`config.mk`:
```
export PLATFORM = sky130hd
export DESIGN_NAME = pipeline_ctrl
export DESIGN_NICKNAME = d
export VERILOG_FILES = /design/src/rtl/pipeline_ctrl.sv
export SDC_FILE = /design/constraint.sdc
export NUM_CORES = 1
export LEC_CHECK = 0
export CELL_PAD_IN_SITES_DETAIL_PLACEMENT = 0
export CELL_PAD_IN_SITES_GLOBAL_PLACEMENT = 2
export CORE_AREA = 8 8 103 105
export CTS_BUF_LIST = sky130_fd_sc_hd__clkbuf_8
export DETAILED_ROUTE_END_ITERATION = 10
export DIE_AREA = 0 0 111 113
export PLACE_DENSITY = 0.78
export SLEW_MARGIN = 20
export SYNTH_ARGS = -nofsm -noshare
export SYNTH_HDL_FRONTEND = slang
export SYNTH_SLANG_ARGS = --single-unit
```
`constraint.sdc`:
```
create_clock -name CLK -period 1.9 [get_ports CLK]
set_input_delay 0.38 -clock CLK [delete_from_list [all_inputs] [get_ports CLK]]
set_output_delay 0.38 -clock CLK [all_outputs]
set_load 0.02 [all_outputs]
```
`src/rtl/pipeline_ctrl.sv`:
```
// Hazard controller for a 5-stage pipeline: memory freeze, multi-cycle divide wait with
// watchdog, branch flush and load-use interlock, plus stall/flush performance counters.
module pipeline_ctrl #(
    parameter int DIV_TIMEOUT = 40
) (
    input  logic        CLK,
    input  logic        RESET,
    input  logic [4:0]  ID_RS1,
    input  logic [4:0]  ID_RS2,
    input  logic        ID_USES_RS1,
    input  logic        ID_USES_RS2,
    input  logic        EX_MEM_READ,
    input  logic [4:0]  EX_DEST_REG,
    input  logic        EX_BRANCH_TAKEN,
    input  logic        EX_DIV_START,
    input  logic        DIV_DONE,
    input  logic        DMEM_BUSY,
    output logic        PC_STALL,
    output logic        IF_ID_STALL,
    output logic        ID_EX_STALL,
    output logic        EX_MA_STALL,
    output logic        MA_WB_STALL,
    output logic        IF_ID_FLUSH,
    output logic        ID_EX_FLUSH,
    output logic        EX_MA_FLUSH,
    output logic        DIV_ERR,
    output logic [15:0] STALL_CNT,
    output logic [15:0] FLUSH_CNT,
    output logic [1:0]  STATE
);
    typedef enum logic [1:0] {
        ST_RUN      = 2'b00,
        ST_DIV_WAIT = 2'b01
    } state_t;

    localparam logic [5:0] TMO_LAST = 6'(DIV_TIMEOUT - 1);

    state_t      state_q, state_d;
    logic [5:0]  div_cnt_q, div_cnt_d;
    logic        done_pend_q, done_pend_d;
    logic        div_err_q, div_err_d;
    logic [15:0] stall_cnt_q, stall_cnt_d;
    logic [15:0] flush_cnt_q, flush_cnt_d;

    logic pc_stall, if_id_stall, id_ex_stall, ex_ma_stall, ma_wb_stall;
    logic if_id_flush, id_ex_flush, ex_ma_flush;
    logic load_use, div_done_eff, branch_act;

    assign load_use = EX_MEM_READ && (EX_DEST_REG != 5'd0) &&
                      ((ID_USES_RS1 && (ID_RS1 == EX_DEST_REG)) ||
                       (ID_USES_RS2 && (ID_RS2 == EX_DEST_REG)));
    // A completion seen while memory was busy is honoured on the first free cycle.
    assign div_done_eff = DIV_DONE || done_pend_q;

    always_comb begin
        pc_stall    = 1'b0;
        if_id_stall = 1'b0;
        id_ex_stall = 1'b0;
        ex_ma_stall = 1'b0;
        ma_wb_stall = 1'b0;
        if_id_flush = 1'b0;
        id_ex_flush = 1'b0;
        ex_ma_flush = 1'b0;
        branch_act  = 1'b0;
        state_d     = state_q;
        div_cnt_d   = div_cnt_q;
        done_pend_d = done_pend_q;
        div_err_d   = div_err_q;

        if (DMEM_BUSY) begin
            pc_stall    = 1'b1;
            if_id_stall = 1'b1;
            id_ex_stall = 1'b1;
            ex_ma_stall = 1'b1;
            ma_wb_stall = 1'b1;
            if (state_q == ST_DIV_WAIT && DIV_DONE) done_pend_d = 1'b1;
        end else if (state_q == ST_DIV_WAIT) begin
            if (div_done_eff || div_cnt_q == TMO_LAST) begin
                // Release: result (or watchdog garbage) advances into EX_MA.
                state_d     = ST_RUN;
                done_pend_d = 1'b0;
                if (!div_done_eff) div_err_d = 1'b1;
            end else begin
                pc_stall    = 1'b1;
                if_id_stall = 1'b1;
                id_ex_stall = 1'b1;
                ex_ma_flush = 1'b1;
                if (div_cnt_q != 6'h3F) div_cnt_d = div_cnt_q + 6'd1;
            end
        end else if (EX_DIV_START) begin
            pc_stall    = 1'b1;
            if_id_stall = 1'b1;
            id_ex_stall = 1'b1;
            ex_ma_flush = 1'b1;
            state_d     = ST_DIV_WAIT;
            div_cnt_d   = 6'd0;
            done_pend_d = 1'b0;
        end else if (EX_BRANCH_TAKEN) begin
            if_id_flush = 1'b1;
            id_ex_flush = 1'b1;
            branch_act  = 1'b1;
        end else if (load_use) begin
            pc_stall    = 1'b1;
            if_id_stall = 1'b1;
            id_ex_flush = 1'b1;
        end

        stall_cnt_d = stall_cnt_q;
        flush_cnt_d = flush_cnt_q;
        if (pc_stall && stall_cnt_q != 16'hFFFF)   stall_cnt_d = stall_cnt_q + 16'd1;
        if (branch_act && flush_cnt_q != 16'hFFFF) flush_cnt_d = flush_cnt_q + 16'd1;
    end

    always_ff @(posedge CLK or negedge RESET) begin
        if (!RESET) begin
            state_q     <= ST_RUN;
            div_cnt_q   <= 6'd0;
            done_pend_q <= 1'b0;
            div_err_q   <= 1'b0;
            stall_cnt_q <= 16'd0;
            flush_cnt_q <= 16'd0;
        end else begin
            state_q     <= state_d;
            div_cnt_q   <= div_cnt_d;
            done_pend_q <= done_pend_d;
            div_err_q   <= div_err_d;
            stall_cnt_q <= stall_cnt_d;
            flush_cnt_q <= flush_cnt_d;
        end
    end

    // Hold/flush controls are forced quiet while reset is asserted.
    assign PC_STALL    = RESET & pc_stall;
    assign IF_ID_STALL = RESET & if_id_stall;
    assign ID_EX_STALL = RESET & id_ex_stall;
    assign EX_MA_STALL = RESET & ex_ma_stall;
    assign MA_WB_STALL = RESET & ma_wb_stall;
    assign IF_ID_FLUSH = RESET & if_id_flush;
    assign ID_EX_FLUSH = RESET & id_ex_flush;
    assign EX_MA_FLUSH = RESET & ex_ma_flush;
    assign DIV_ERR     = div_err_q;
    assign STALL_CNT   = stall_cnt_q;
    assign FLUSH_CNT   = flush_cnt_q;
    assign STATE       = state_q;
endmodule

```
==> results of run 1 <==
-- per-layer routing --
metal	GRT usage (%)	part of all wire [%]	vias up
met1	13.1	47	989
met3	3.65	4.6	2
li1	-	-	1077
met4	2.34	0.39	0
met5	0	0	-
met2	17.2	48	31
-- power groups by stage --
stage / Clock, W / Sequential (W) / Combinational [W]
after floorplan: 0 / 0.00145 / 0.000538
after global placement: 0 / 0.00121 / 0.00165
after detailed placement: 0 / 0.00121 / 0.00167
after CTS: 0.000761 / 0.00120 / 0.00178
after global routing: 0.000811 / 0.00124 / 0.00204
final: 0.000729 / 0.00122 / 0.00187
-- worst paths after layout --
path                                             to  slack, ps
hold reg to reg                 DIV_ERR$_DFFE_PN0P_        480
max in group asynchronous       DIV_ERR$_DFFE_PN0P_       1110
hold / removal             div_cnt_q[4]$_DFFE_PN0P_        160
setup / recovery                        IF_ID_STALL       -360
setup reg to reg           STALL_CNT[1]$_DFFE_PN0P_        -80
min in group CLK            done_pend_q$_DFFE_PN0P_        440
-- flip-flops by register name (all words and copies together), names as in the netlist --
register	flops
done_pend_q	1
div_cnt_q	6
STATE	1
FLUSH_CNT	16
STALL_CNT	16
DIV_ERR	1
-- layout make-up --
type	count	area [um^2]
Sequential cell	41	1030
Fill cell	895	5120
Tap cell	111	139
Multi-Input combinational cell	174	1350
Clock buffer	5	68.8
Timing Repair Buffer	136	1180
Inverter	11	41.3
Clock inverter	3	43.8
-- critical path, cell delays in order (launching register included) --
cell and delay (ps):
dfrtp_1 390, or3b_4 440, o211ai_4 200, nand2_2 80, a31o_1 200, and2_4 150, buf_6 120
-- per-stage QoR --
stage          total power (W)  setup WS, ps  instance area [um^2]
2_1_floorplan          0.00199          -211                  2270
3_3_place_gp           0.00286          -962                  3490
3_5_place_dp           0.00289          -967                  3490
4_1_cts                0.00374          -391                  3740
5_1_grt                0.00409          -434                  3860
6_report               0.00381          -359                  3860
-- logic make-up after synthesis --
kind of cell	synth area share (%)
buffers and inverters	3.67
muxes	1.17
adders and majority gates	1.67
other	0.167
and+or+nand+nor	20.9
DFF	45.6
xor gates and xnor gates	15.2
AOI/OAI and AO/OA	11.7
-- cells in the final DEF, fill, tap and decap left out, drive strengths merged, types with 4 or more instances in the layout --
| master | synthesis | routed |
|---|---|---|
| and3 | 5 | 5 |
| inv | 11 | 12 |
| o21ai | 7 | 7 |
| clkdlybuf4s50 | 0 | 38 |
| dlygate4sd2 | 0 | 14 |
| xor2 | 17 | 17 |
| buf | 4 | 80 |
| a21oi | 16 | 16 |
| nand4 | 5 | 5 |
| and2 | 7 | 7 |
| clkbuf | 2 | 6 |
| nand3 | 12 | 12 |
| xnor2 | 22 | 22 |
| a31oi | 4 | 4 |
| nor2 | 20 | 20 |
| nand2 | 22 | 22 |
| nor3 | 7 | 7 |
| dfrtp | 41 | 41 |
-- repair_timing --
item                                    CTS  global route
hold buffers                              1             0
endpoints found under the hold margin     3             0
pin swaps                                26            13
resized for setup                        89            19
endpoints found under the setup margin   28            30
setup buffers                             7             4
-- Yosys cell counts, drive strengths merged, types with 2 or more instances --
master / n / share of area (%)
dfrtp: 41 / 46
nand2: 22 / 3.7
xnor2: 22 / 8.6
nor2: 20 / 3.3
xor2: 17 / 6.6
a21oi: 16 / 3.7
nand3: 12 / 2.7
inv: 11 / 1.8
and2: 7 / 1.9
nor3: 7 / 2.0
o21ai: 7 / 1.7
and3: 5 / 1.4
nand4: 5 / 1.4
a31oi: 4 / 1.1
buf: 4 / 1.5
and4: 3 / 1.5
ha: 3 / 1.7
o22ai: 3 / 0.83
clkbuf: 2 / 0.33
mux2: 2 / 1.2
nand3b: 2 / 0.67
==> results_dict.tcl, run 1 <==
set metrics [dict create \
    switching_power_w 0.00139 \
    grt.total_usage_pct 10.5 \
    rsz0062_at_grt "true" \
    power_density_nw_per_um2 989 \
    p_leak_nw 1.76 \
    via_per_inst 4.36 \
    p_int_w 0.00242 \
    netlist_instances 232 \
    root_buffer "clkbuf_8" \
    drc 0 \
    violations "setup timing" \
    ys_seq_area_share_pct 45.6 \
    report.final.slew_viol_count 0 \
    final_hold_viol_count 0 \
    critPathRequiredTime_ps 1520 \
    wl_um 6620 \
    synth_cell_type_count 44 \
    finalNetCount 396 \
    first_iter_violations 44 \
    h-tree-depth 2 \
    setup_ws_ps -359 \
    cp-startpoint "div_cnt_q[3]$_DFFE_PN0P_" \
    clk_latency_ps 290 \
    critPathLaunchType "flop" \
    synth_edf_count 0 \
    avgSynthCellArea_um2 9.71 \
    place_inst 466 \
    fin_crit_sh_pct 119 \
    grt_overflow 0 \
    core_um2 8980 \
    fin_skew_ps 8.51 \
    swShare_pct 36.6 \
    die_height_um 113 \
    die_w_um 111 \
    layout-drive-gt1-share_pct 36.8 \
    clk_pin_slew_ps 90 \
    antenna_found_initial 0 \
    synth_nets 259 \
    initial_core_util_pct 25.1 \
    crit_fanout 3 \
    setup-violations-final 16 \
    clock_power_share_pct 19.1 \
    crit_type "reg -> out" \
    ant_nets 0 \
    outcome "finished with violations" \
    hp-class "in -> async" \
    p_seq_share_pct 32.0 \
    reg2reg_from "div_cnt_q[3]$_DFFE_PN0P_" \
    setup-tns-final_ps -1650 \
    ys_seq_elements 41 \
    route.detailed.wl_per_inst_um 13.8 \
    arrival_ps 1880 \
    worstRegToRegCells 7 \
    grt_pass1_vias 2245 \
    end_kind "output pin" \
    dp_hpwl_um 5030 \
    std_cell_rows 35 \
    io_buffers 65 \
    netlist_area_um2 2250 \
    layout_min_cycle_time_ps 2260 \
    firstDrtPassIters 4 \
    cts_tree "yes" \
    grt_first_pass_wirelength_um 11000 \
    final_cells 481 \
    via_count 2099 \
    antenna_cells 0 \
    area_growth_pct 71.2 \
    ios 67 \
    cts_sinks 41 \
    hold-worst-slack_ps 164 \
    gp_congestion 0.796 \
    peakVddDrop_mv 0.690 \
    dieArea_um2 12500 \
    ys.flop_type "dfrtp_1" \
    combPwrFrac_pct 48.9 \
    grt_max_degree 23 \
    cts_max_path_buffers 2 \
    max_cap_viol_count 0 \
    async_flop_share_pct 100 \
    fmax_mhz 443 \
    cts_made_buffers 5 \
    final_core_utilization_pct 43.0 \
    ys_warn_count 0 \
]
Power figures use the tool's default switching activity.
==> inputs of run 2 (changes only) <==
--- a/config.mk
+++ b/config.mk
@@ -7,10 +7,10 @@
 export LEC_CHECK = 0
 export CELL_PAD_IN_SITES_DETAIL_PLACEMENT = 0
 export CELL_PAD_IN_SITES_GLOBAL_PLACEMENT = 2
-export CORE_AREA = 8 8 103 105
+export CORE_AREA = 2 2 97 99
 export CTS_BUF_LIST = sky130_fd_sc_hd__clkbuf_8
 export DETAILED_ROUTE_END_ITERATION = 10
-export DIE_AREA = 0 0 111 113
+export DIE_AREA = 0 0 99 101
 export PLACE_DENSITY = 0.78
 export SLEW_MARGIN = 20
 export SYNTH_ARGS = -nofsm -noshare
==> results_dict.tcl, run 2 (synthesized netlist as in run 1, its figures left out) <==
set metrics [dict create \
    via_count 2122 \
    cts_sinks 41 \
    cts_made_buffers 5 \
    outcome "finished with violations" \
    fmax_mhz 439 \
    std_cell_rows 35 \
    critical-path-top-delay-family "simple AND/OR/NAND/NOR gates" \
    final_core_utilization_pct 42.3 \
    swShare_pct 36.0 \
    layout-drive-gt1-share_pct 34.7 \
    placed_area_um2 3460 \
    clock_power_share_pct 19.6 \
    h-tree-depth 2 \
    drc 0 \
    fin_crit_sh_pct 120 \
    antenna_cells 0 \
    initial_core_util_pct 25.1 \
    grt_overflow 0 \
    crit_fanout 3 \
    p_int_w 0.00235 \
    route.detailed.wl_per_inst_um 12.9 \
    combPwrFrac_pct 47.0 \
    mostFrequentLayoutCells "65 x buf_4, 39 x clkdlybuf4s50_1, 35 x dfrtp_1, 22 x xnor2_1, 21 x nand2_1" \
    antenna_found_initial 0 \
    layout_min_cycle_time_ps 2280 \
    dieArea_um2 10000 \
    rsz0062_at_grt "true" \
    slowest_stage "or3b_4" \
    cp_num_buf_inv 1 \
    gp_congestion 0.845 \
    final_hold_viol_count 0 \
    ios 67 \
    p_leak_nw 1.70 \
    die_w_um 99 \
    end_kind "output pin" \
    wl_um 6220 \
    nFillCells 891 \
    grt_max_degree 20 \
    max_stage_delay_ps 430 \
    first_iter_violations 39 \
    via_per_inst 4.39 \
    register_area_um2 1030 \
    cp_cell_sequence "or3b_4, o211ai_2, nand2_1, a31o_1, and2_4, buf_6" \
    critPathRequiredTime_ps 1520 \
    layout_commonest_cell "buf_4" \
    design_area_um2 3800 \
    relSlewSlack_pct 60.9 \
    grt_pass1_vias 2157 \
    multi_input_area_um2 1260 \
    setup-violations-final 15 \
    switching_power_w 0.00132 \
    core_um2 8980 \
    arrival_ps 1900 \
    violations "setup timing" \
    root_buffer "clkbuf_8" \
    io_buffers 65 \
    power_density_nw_per_um2 967 \
    finalNetCount 398 \
    clk_latency_ps 300 \
    area_growth_pct 68.7 \
    cts_tree "yes" \
    worst_pin_slew_ps 585 \
    grt.total_usage_pct 12.8 \
    crit_type "reg -> out" \
    grt_first_pass_wirelength_um 10300 \
    hp-class "in -> async" \
    dp_hpwl_um 4530 \
    cts_max_path_buffers 2 \
    ant_nets 0 \
    firstDrtPassIters 4 \
    fin_skew_ps 7.86 \
    clk_pin_slew_ps 80 \
    critPathLaunchType "flop" \
    report.final.slew_viol_count 0 \
    peakVddDrop_mv 0.508 \
    p_seq_share_pct 33.4 \
    setup_ws_ps -379 \
    max_cap_viol_count 0 \
    die_height_um 101 \
]
[run 2: per-layer routing]
metal | GRT usage (%) | share of wire, %
met5 | 0 | 0
met4 | 3.37 | 0.95
met3 | 3.47 | 4.1
met2 | 20.1 | 48
met1 | 17.4 | 47
[run 2: worst reg2reg max path: stages, from the launching register on]
cell and delay (ps):
dfrtp_1 390, or3b_4 430, o211ai_2 200, buf_4 140, buf_6 100, buf_6 80, buf_6 80, a21oi_4 50
a21oi_4 310, nor3_2 90, xor2_1 140
[run 2: stage by stage]
step	total power, W	cells	setup TNS, ps	hold slack [ps]	setup WS [ps]
final	0.00367	483	-3540	108	-379
after global routing	0.00394	483	-4770	100	-457
after CTS	0.00364	479	-3230	104	-391
after detailed placement	0.00280	460	-17470	299	-982
after global placement	0.00278	460	-17340	298	-966
after floorplan	0.00199	232	-436	84.4	-211
[run 2: area by class of cell]
cell class | count | share of cell area (%)
multi-input cells | 174 | 33.2
repair buffers | 138 | 31.9
clock buffers | 5 | 1.81
inverters | 11 | 1.09
clock inverters | 3 | 1.12
flip-flops and latches | 41 | 27.2
well taps | 111 | 3.66
[run 2: final timing paths]
| kind | start | end | slack (ps) | depth (start not counted) |
|---|---|---|---|---|
| worst max-delay path | div_cnt_q[4]$_DFFE_PN0P_ | IF_ID_STALL | -380 | 6 |
| worst min-delay path | RESET | div_cnt_q[5]$_DFFE_PN0P_ | 110 | 3 |
| worst max register to register | div_cnt_q[4]$_DFFE_PN0P_ | STALL_CNT[10]$_DFFE_PN0P_ | -220 | 10 |
| worst min register to register | DIV_ERR$_DFFE_PN0P_ | DIV_ERR$_DFFE_PN0P_ | 490 | 1 |
| max in group asynchronous | RESET | DIV_ERR$_DFFE_PN0P_ | 1160 | 3 |
| min in group CLK | DIV_ERR$_DFFE_PN0P_ | DIV_ERR$_DFFE_PN0P_ | 490 | 1 |
[run 2: power by group through the flow]
| stage | sequential [W] | combinational (W) | clock, W |
|---|---|---|---|
| 2_1_floorplan | 0.00145 | 0.000538 | 0 |
| 3_3_place_gp | 0.00123 | 0.00155 | 0 |
| 3_5_place_dp | 0.00124 | 0.00157 | 0 |
| 4_1_cts | 0.00123 | 0.00166 | 0.000755 |
| 5_1_grt | 0.00126 | 0.00189 | 0.000793 |
| 6_report | 0.00123 | 0.00173 | 0.000721 |
[run 2: repair_timing]
action	CTS	global route
gates resized for setup	83	16
pin swaps	26	13
endpoints found under the setup margin	27	18
hold buffers	1	0
buffers inserted	11	5
hold endpoints to repair	3	0
==> inputs of run 3 (changes only) <==
--- a/config.mk
+++ b/config.mk
@@ -5,6 +5,7 @@
 export SDC_FILE = /design/constraint.sdc
 export NUM_CORES = 1
 export LEC_CHECK = 0
+export ABC_CLOCK_PERIOD_IN_PS = 1900
 export CELL_PAD_IN_SITES_DETAIL_PLACEMENT = 0
 export CELL_PAD_IN_SITES_GLOBAL_PLACEMENT = 2
 export CORE_AREA = 2 2 97 99
==> results of run 3 <==
The final DEF is identical to that of run 2; final timing and power are the same.
